$ cat config.mk
export PLATFORM = sky130hd
export DESIGN_NAME = digit_emitter
export DESIGN_NICKNAME = d
export VERILOG_FILES = /design/src/rtl/keypad_pkg.sv /design/src/rtl/bin2bcd_core.sv /design/src/rtl/digit_emitter.sv
export SDC_FILE = /design/constraint.sdc
export NUM_CORES = 1
export LEC_CHECK = 0
export ABC_AREA = 1
export CAP_MARGIN = 10
export CORE_ASPECT_RATIO = 1.75
export CORE_MARGIN = 3
export CORE_UTILIZATION = 30
export DETAILED_ROUTE_END_ITERATION = 12
export SYNTH_ARGS = -nofsm -noshare
export SYNTH_HDL_FRONTEND = slang
export SYNTH_SLANG_ARGS = --single-unit
$ cat constraint.sdc
create_clock -name hwclk -period 1.75 [get_ports hwclk]
set_input_delay 0.175 -clock hwclk [delete_from_list [all_inputs] [get_ports hwclk]]
set_output_delay 0.175 -clock hwclk [all_outputs]
set_load 0.05 [all_outputs]
$ cat src/rtl/keypad_pkg.sv
// keypad_pkg: shared types and constants for the keypad digit path.
// Holds the emitter FSM state encoding, BCD nibble width, the double-dabble
// add-3 threshold and the keypad key-code width.
package keypad_pkg;

    typedef enum logic [1:0] {
        IDLE    = 2'd0,
        CONVERT = 2'd1,
        EMIT    = 2'd2
    } state_t;

    localparam int BCD_W = 4;
    localparam int KEY_W = 8;

    // Nibbles at or above this value get 3 added before each shift.
    localparam logic [BCD_W-1:0] ADD3_THRESH = 4'd5;
    localparam logic [BCD_W-1:0] ADD3_VAL    = 4'd3;

    // Decimal digits needed to hold any DATA_W-bit unsigned value:
    // floor(w * log10(2)) + 1, with log10(2) approximated as 0.30103.
    function automatic int min_digits(input int w);
        return (w * 30103) / 100000 + 1;
    endfunction

endpackage

$ cat src/rtl/bin2bcd_core.sv
// bin2bcd_core: double-dabble datapath, one binary bit per step.
// load captures the binary value and clears the BCD register; each step
// applies add-3 to every nibble >= 5 and shifts the shift-register MSB in.
module bin2bcd_core
    import keypad_pkg::*;
#(
    parameter int DATA_W     = 32,
    parameter int NUM_DIGITS = 10
)
(
    input  logic                          hwclk,
    input  logic                          reset,
    input  logic                          load,
    input  logic                          step,
    input  logic [DATA_W-1:0]             value,
    output logic [NUM_DIGITS*BCD_W-1:0]   bcd
);

    localparam int BCD_TOTAL = NUM_DIGITS * BCD_W;

    logic [DATA_W-1:0]    shift_reg;
    logic [BCD_TOTAL-1:0] bcd_reg;
    logic [BCD_TOTAL-1:0] bcd_adj;

    genvar gi;
    generate
        for (gi = 0; gi < NUM_DIGITS; gi++) begin : g_adj
            assign bcd_adj[gi*BCD_W +: BCD_W] =
                (bcd_reg[gi*BCD_W +: BCD_W] >= ADD3_THRESH)
                    ? bcd_reg[gi*BCD_W +: BCD_W] + ADD3_VAL
                    : bcd_reg[gi*BCD_W +: BCD_W];
        end
    endgenerate

    // Load on accepted start, otherwise adjust-and-shift one bit per step.
    // The top adjusted bit falls off the end; with enough digits it is always 0.
    always_ff @(posedge hwclk or negedge reset) begin
        if (!reset) begin
            shift_reg <= '0;
            bcd_reg   <= '0;
        end else if (load) begin
            shift_reg <= value;
            bcd_reg   <= '0;
        end else if (step) begin
            bcd_reg   <= BCD_TOTAL'({bcd_adj, shift_reg[DATA_W-1]});
            shift_reg <= shift_reg << 1;
        end
    end

    assign bcd = bcd_reg;

endmodule

$ cat src/rtl/digit_emitter.sv
// digit_emitter: converts an unsigned binary value to decimal and streams the
// digits most-significant first over a valid/ready key interface.
// Optional feature macro LEADING_ZERO_SUPPRESS_EN: when defined, emission
// starts at the highest nonzero digit (value 0 still emits a single 0).
module digit_emitter
    import keypad_pkg::*;
#(
    parameter int DATA_W     = 32,
    parameter int NUM_DIGITS = 10
)
(
    input  logic              hwclk,
    input  logic              reset,
    input  logic              start,
    input  logic [DATA_W-1:0] value,
    output logic [KEY_W-1:0]  key,
    output logic              key_valid,
    input  logic              key_ready,
    output logic              last,
    output logic              busy
);

    localparam int IDX_W = (NUM_DIGITS > 1) ? $clog2(NUM_DIGITS) : 1;
    localparam int CNT_W = $clog2(DATA_W + 1);

    generate
        if (NUM_DIGITS < min_digits(DATA_W)) begin : g_bad_cfg
            $error("digit_emitter: NUM_DIGITS too small for DATA_W");
        end
    endgenerate

    state_t                        state;
    logic [CNT_W-1:0]              bit_cnt;
    logic [IDX_W-1:0]              idx;
    logic [IDX_W-1:0]              next_idx;
    logic [IDX_W-1:0]              first_idx;
    logic [NUM_DIGITS*BCD_W-1:0]   bcd;
    logic [BCD_W-1:0]              digit [NUM_DIGITS];
    logic                          load;
    logic                          step;

    assign load     = (state == IDLE) && start;
    assign step     = (state == CONVERT);
    assign busy     = (state != IDLE);
    assign next_idx = idx - IDX_W'(1);

    bin2bcd_core #(
        .DATA_W     (DATA_W),
        .NUM_DIGITS (NUM_DIGITS)
    ) u_core (
        .hwclk (hwclk),
        .reset (reset),
        .load  (load),
        .step  (step),
        .value (value),
        .bcd   (bcd)
    );

    genvar gi;
    generate
        for (gi = 0; gi < NUM_DIGITS; gi++) begin : g_digit
            assign digit[gi] = bcd[gi*BCD_W +: BCD_W];
        end
    endgenerate

`ifdef LEADING_ZERO_SUPPRESS_EN
    logic [IDX_W-1:0] lead_idx;

    // Scan units upward so the highest nonzero digit wins; all-zero gives 0.
    always_comb begin
        lead_idx = '0;
        for (int i = 0; i < NUM_DIGITS; i++) begin
            if (digit[i] != '0) lead_idx = IDX_W'(i);
        end
    end

    assign first_idx = lead_idx;
`else
    assign first_idx = idx;
`endif

    function automatic logic [KEY_W-1:0] to_key(input logic [BCD_W-1:0] d);
        return {{(KEY_W-BCD_W){1'b0}}, d};
    endfunction

    // Control FSM: accept start, count DATA_W convert steps, then present
    // digits with registered key/key_valid/last and advance on handshake.
    always_ff @(posedge hwclk or negedge reset) begin
        if (!reset) begin
            state     <= IDLE;
            bit_cnt   <= '0;
            idx       <= '0;
            key       <= '0;
            key_valid <= 1'b0;
            last      <= 1'b0;
        end else begin
            case (state)
                IDLE: begin
                    if (start) begin
                        state   <= CONVERT;
                        bit_cnt <= CNT_W'(DATA_W);
                    end
                end
                CONVERT: begin
                    bit_cnt <= bit_cnt - CNT_W'(1);
                    if (bit_cnt == CNT_W'(1)) begin
                        state <= EMIT;
                        idx   <= IDX_W'(NUM_DIGITS - 1);
                    end
                end
                EMIT: begin
                    if (!key_valid) begin
                        // First EMIT cycle: BCD is final, present the lead digit.
                        idx       <= first_idx;
                        key       <= to_key(digit[first_idx]);
                        last      <= (first_idx == '0);
                        key_valid <= 1'b1;
                    end else if (key_ready) begin
                        if (last) begin
                            state     <= IDLE;
                            key       <= '0;
                            key_valid <= 1'b0;
                            last      <= 1'b0;
                        end else begin
                            idx  <= next_idx;
                            key  <= to_key(digit[next_idx]);
                            last <= (next_idx == '0);
                        end
                    end
                end
                default: begin
                    state     <= IDLE;
                    key_valid <= 1'b0;
                    last      <= 1'b0;
                end
            endcase
        end
    end

endmodule

Yosys cells after proc, flatten, opt, wreduce, memory -nomap -nowiden
Index checks and enable logic that the tools add are counted.
{ "totals": {"regBits": 94, "latchBits": 0, "ram_bits": 0, "mem_bits_ro": 0, "in_bits": 36, "output_inout_bits": 11, "word_cells": 104, "n_memories": 0} }
{ "op_classes": {"addsub": 12, "multipliers": 0, "div_mod_pow": 0, "order_cmp": 12, "eq_ne": 11, "n_shift": 0, "muxes": 44, "n_bitwise": 3, "reduce_logical": 14} }
{ "op_table": {"columns": ["cell", "count"], "rows": [
  ["$mux 40", 2],
  ["$mux 4", 18],
  ["$mux 32", 2],
  ["$ge 4x3->1 const B", 10],
  ["$add 4x2->4 const B", 9],
  ["$bmux 4 s4", 2],
  ["$mux 8", 2],
  ["$pmux 6 s2", 1],
  ["$ge 5x5->1 const B", 2],
  ["$mux 2", 5],
  ["$ne 2x2->1 const B", 5],
  ["$not 4->5", 2],
  ["$reduce_and 5->1", 2],
  ["$logic_not 4->1", 2],
  ["$pmux 4 s2", 1],
  ["$reduce_bool 2->1", 4],
  ["$eq 6x1->1 const B", 1],
  ["$mux 1", 6],
  ["$mux 6", 1],
  ["$pmux 2 s3", 1],
  ["$reduce_and 2->1", 3],
  ["$sub 6x1->6 const B", 1],
  ["$ne 2x1->1 const B", 2],
  ["$pmux 1 s2", 2],
  ["other kinds (10)", 10]
]} }

Depth between registers and ports, before layout
{ "logic_depth": {"ltp_word": 8, "depth_mapped": 11, "depth_no_buf": 10} }

Hierarchy
From an unflattened synthesis, not the netlist that was laid out.
{ "unflattened": {"hier_cells": 818, "area_unflattened_um2": 5795.6} }
{ "by_module_without_submodules": {"columns": ["module", "n_inst", "cells_per_inst", "area_per_inst_um2", "seq_area_each_um2"], "rows": [
  ["bin2bcd_core", 1, 478, 3878.7, 1801.7],
  ["digit_emitter", 1, 340, 1916.8, 450.4]
]} }

Least setup slack after synthesis
No wires, ideal clock.
{ "synth_timing": {"path_type": "flip-flop to flip-flop", "start": "register idx[0], in the netlist first_idx[0]", "end": "register key[2]", "setup_time_ps": 124, "arrival_time_ps": 1586, "t_required_ps": 1626, "setup_slack_ps": 40, "path_stages_with_launch": 10, "path_buffers": 2, "period_less_slack_ps": 1710, "path_cell_list": "dfrtp_1 inv_2 buf_2 ha_1 buf_2 nand3_1 nand3_1 nand3_1 a21oi_1 a21oi_1"} }
{ "synth_between": {"elab_chain_cells": 8, "word_cells_on_any_way": 12, "classes_between": "1 x add/sub; 9 x mux; 2 x bitwise"} }
{ "synth_rtl": {"columns": ["element", "line_no", "source"], "rows": [
  ["from (decl)", "digit_emitter.sv:34", "logic [IDX_W-1:0] idx;"],
  ["from (signal assigned)", "digit_emitter.sv:108", "idx <= IDX_W'(NUM_DIGITS - 1);"],
  ["from (signal assigned)", "digit_emitter.sv:114", "idx <= first_idx;"],
  ["from (signal assigned)", "digit_emitter.sv:125", "idx <= next_idx;"],
  ["$sub 4x1->4", "digit_emitter.sv:45", "assign next_idx = idx - IDX_W'(1);"],
  ["$not 4->5 (not written as such)", "digit_emitter.sv:126", "key <= to_key(digit[next_idx]);"],
  ["$bmux 4 s4", "digit_emitter.sv:126", null],
  ["$mux 4 (not written as such) (2 in a row)", "digit_emitter.sv:126", null],
  ["$mux 4", "digit_emitter.sv:119", "if (last) begin"],
  ["$mux 8", "digit_emitter.sv:118", "end else if (key_ready) begin"],
  ["$mux 8 *", "digit_emitter.sv:112", "if (!key_valid) begin"],
  ["to (signal assigned)", "digit_emitter.sv:115", "key <= to_key(digit[first_idx]);"],
  ["to (signal assigned)", "digit_emitter.sv:126", null],
  ["to (decl)", "digit_emitter.sv:16", "output logic [KEY_W-1:0] key,"]
]} }
Mark *: on every way between the ends. The rest lies on a longest branch, timed or not. The select of a mux whose other input is x is not followed.
A chain may end at the register's enable or synchronous reset.

Final worst setup path
{ "layout_timing": {"start": "register key[1]", "end": "output port key[1]"} }
No word-level cell between the ends.

==> key figures <==
Run
  – Max_cap viols: 0

Power and ir drop
  – Sequential Power Share: 28.6%
  – Sw Pwr: roughly 0.0061 W
  – Total internal power: 0.007113 W
  – Leak Pwr: between 3 and 4 nW
  – Combinational power share: approximately 55%
  – Worst vdd ir: 791.3 uV
  – P per Cell Area: approximately 2000 mW/mm^2
  – Clock power frac: approximately 16%
  – Switching part of the total power: ~46%

Detailed routing
  – Per-cell routed wire length: around 14 microns
  – Routed wire length: 13.88 mm
  – ANT nets after route: 0
  – Drt initial violations: 230
  – DRC: 0
  – Number of vias per cell: a little under 5
  – DR vias: 4913
  – First-pass DRT Iterations: 4

STA
  – Setup TNS: 0 ns
  – Setup Skew: just over 0.009 ns
  – Fmax achieved: 580.4 MHz
  – Least-Margin Pin Slew: between 0.5 and 0.6 ns
  – Slew headroom: about two thirds
  – Minimum clock period: approximately 1.7 ns
  – Post-route clock period utilization: between 90% and 100%
  – Slew Limit Fails: 0
  – # setup viols final: 0
  – RSZ-0062 raised after global routing: false
  – Final Hold Fails: 0

Floorplanning
  – Die Area: 0.01985 sq mm
  – Die height: about 180 microns
  – IO Pins: 47
  – Core Region: 0.01762 sq mm
  – Row cnt: 64
  – Chip Width: about 110 microns
  – Starting Density: 30.87%

Logic synthesis
  – Synth Cell Area: ~0.0054 sq mm
  – Register area share after synthesis: around 41%
  – Most frequent cell after synthesis: nand2_1
  – Ranking of synthesized cells by area: dfrtp_1, nand2_1, nand3_1
  – Post-synth top cells: nand2_1, dfrtp_1, inv_1, nand3_1, o21ai_0
  – Syn avg cell area: 7.671 sq um
  – Leading area contributor after synthesis: dfrtp_1
  – Count of cell types in the netlist: 32
  – Post-synth EDFFs: 0
  – Synth warn: 0
  – Asr flop ratio synth: 100.0%
  – Ys flop type: dfrtp_1
  – Yosys reg bits: 90
  – Synth top area share: 41.41%
  – Post-Syn Instances: a little over 700

Critical path
  – CP Max Fanout: 2
  – Kind of critical path: register to output pin
  – CP bufs+invs: 1
  – Critical path's largest stage delay: 0.82 ns
  – Critical-path cell list: clkdlybuf4s50_1
  – WP data required: roughly 1.6 ns
  – Highest-delay cell along the critical path: clkdlybuf4s50_1
  – Startpoint types: register
  – CP delay by family, top: buffers and inverters
  – Arr. time, crit path: 1.55 ns
  – CP Capture Type: output pin

CTS
  – Clk buf depth: 2
  – CTS Buf Count: 9
  – Post-CTS Setup Bufs: 0
  – Clock H-tree levels: 3
  – Worst-path clk slew: about 0.070 ns
  – CTS tree: done
  – CTS Sinks: 90
  – Clock Root Buffer: clkbuf_16
  – Skew-Pair Late Insertion Delay: 0.34 ns

Layout
  – Synthesis-to-finish area growth: 19.92%
  – Number of flip-flops in the largest register: 40
  – Util after Layout: a little under two fifths
  – Antenna diodes: 0
  – Fill cells: between 1.5k and 2k
  – Share of cells above drive strength 1: roughly a tenth
  – Final net count: roughly 800

Hold path
  – HP Class: input pin to async pin

GRT
  – GRT Residual Overflow: 0
  – Vias in the first global route: between 4k and 5k
  – Total GRT Usage: about 15%
  – Number of antenna violations at the first check in global routing: 0
  – Largest net degree at the start of global routing: 50
  – First-pass GRT wire length: around 24 mm

Outcome
  – Status: finished, final reports clean

Placed design
  – GP Congestion: roughly 0.9
  – Post-DP HPWL: between 10 and 15 mm
  – IO Port Bufs: 42
[cell usage in the layout (no fill, tap or decap), types with 7 or more instances in the layout]
| cell | instances |
|---|---|
| ha_1 | 24 |
| o22ai_1 | 14 |
| o21ai_0 | 68 |
| a21oi_1 | 30 |
| buf_4 | 24 |
| clkbuf_16 | 9 |
| inv_1 | 87 |
| clkdlybuf4s50_1 | 37 |
| nor2_1 | 28 |
| nand2_1 | 171 |
| or2_2 | 14 |
| nand4_1 | 7 |
| dfrtp_1 | 90 |
| nand3_1 | 86 |
| o221ai_1 | 29 |
[final cells by class]
type,instances,area (sq um),area share [%]
multi-input cells,495,2620,40.17
flip-flops and latches,90,2252,34.53
repair buffers,69,685.7,10.51
inverters,93,351.6,5.390
well taps,231,289.0,4.431
clock buffers,9,225.2,3.453
clock inverters,7,98.84,1.515
[path summary, 6_finish.rpt]
kind                              start                  end  slack, ns  cells after the start
min in group hwclk             value[0]  u_core.shift_reg[0]       0.40                      3
min reg2reg                  bit_cnt[5]           bit_cnt[5]       0.49                      1
max reg2reg                first_idx[1]               key[2]       0.14                      8
max                              key[1]               key[1]       0.03                      1
max in group asynchronous         reset  u_core.shift_reg[7]       0.80                      3
min                               reset       u_core.bcd[34]       0.30                      2
[power groups by stage]
stage	logic, W	clock network (W)	registers [W]
finish	0.00730	0.00213	0.00377
global route	0.00838	0.00226	0.00391
CTS	0.00739	0.00218	0.00377
detailed placement	0.00737	0	0.00380
global placement	0.00727	0	0.00381
floorplan	0.00520	0	0.00386
[per-stage QoR]
step / setup WS [ns] / cell area [sq um] / hold slack, ns / instances / power [W]
finish: 0.02708 / 6523 / 0.2983 / 994 / 0.01320
global route: 0.005148 / 6523 / 0.3401 / 994 / 0.01455
CTS: 0.001784 / 6510 / 0.3104 / 994 / 0.01335
detailed placement: 0.05284 / 6176 / 0.1376 / 977 / 0.01118
global placement: 0.1030 / 6176 / 0.1367 / 977 / 0.01108
floorplan: 0.04027 / 5450 / -0.1206 / 712 / 0.009062
[kinds of logic (layout without fill, tap and decap cells)]
logic type,Yosys count,after routing,synth area share (%)
adders and majority gates,25,25,5.751
and+or+nand+nor,314,314,25.12
buffers and inverters,127,178,10.77
muxes,1,1,0.1840
other,1,4,0.06895
DFF,90,90,41.41
AOI/OAI and AO/OA,151,151,16.70
[per-layer routing]
metal	wire length [microns]	up-vias	part of all wire [%]	GRT usage, %
li1	-	2465	-	-
met1	5336	2334	38	16.20
met2	7717	83	56	27.67
met3	342	31	2.5	2.068
met4	482	0	3.5	7.432
met5	0	-	0	0
[repair_timing]
item	in CTS	in global routing
gates resized for setup	0	5
endpoints found under the hold margin	26	0
hold buffers	1	0
setup endpoints to repair	0	7
Note: power is estimated with default switching activity, not from simulation.
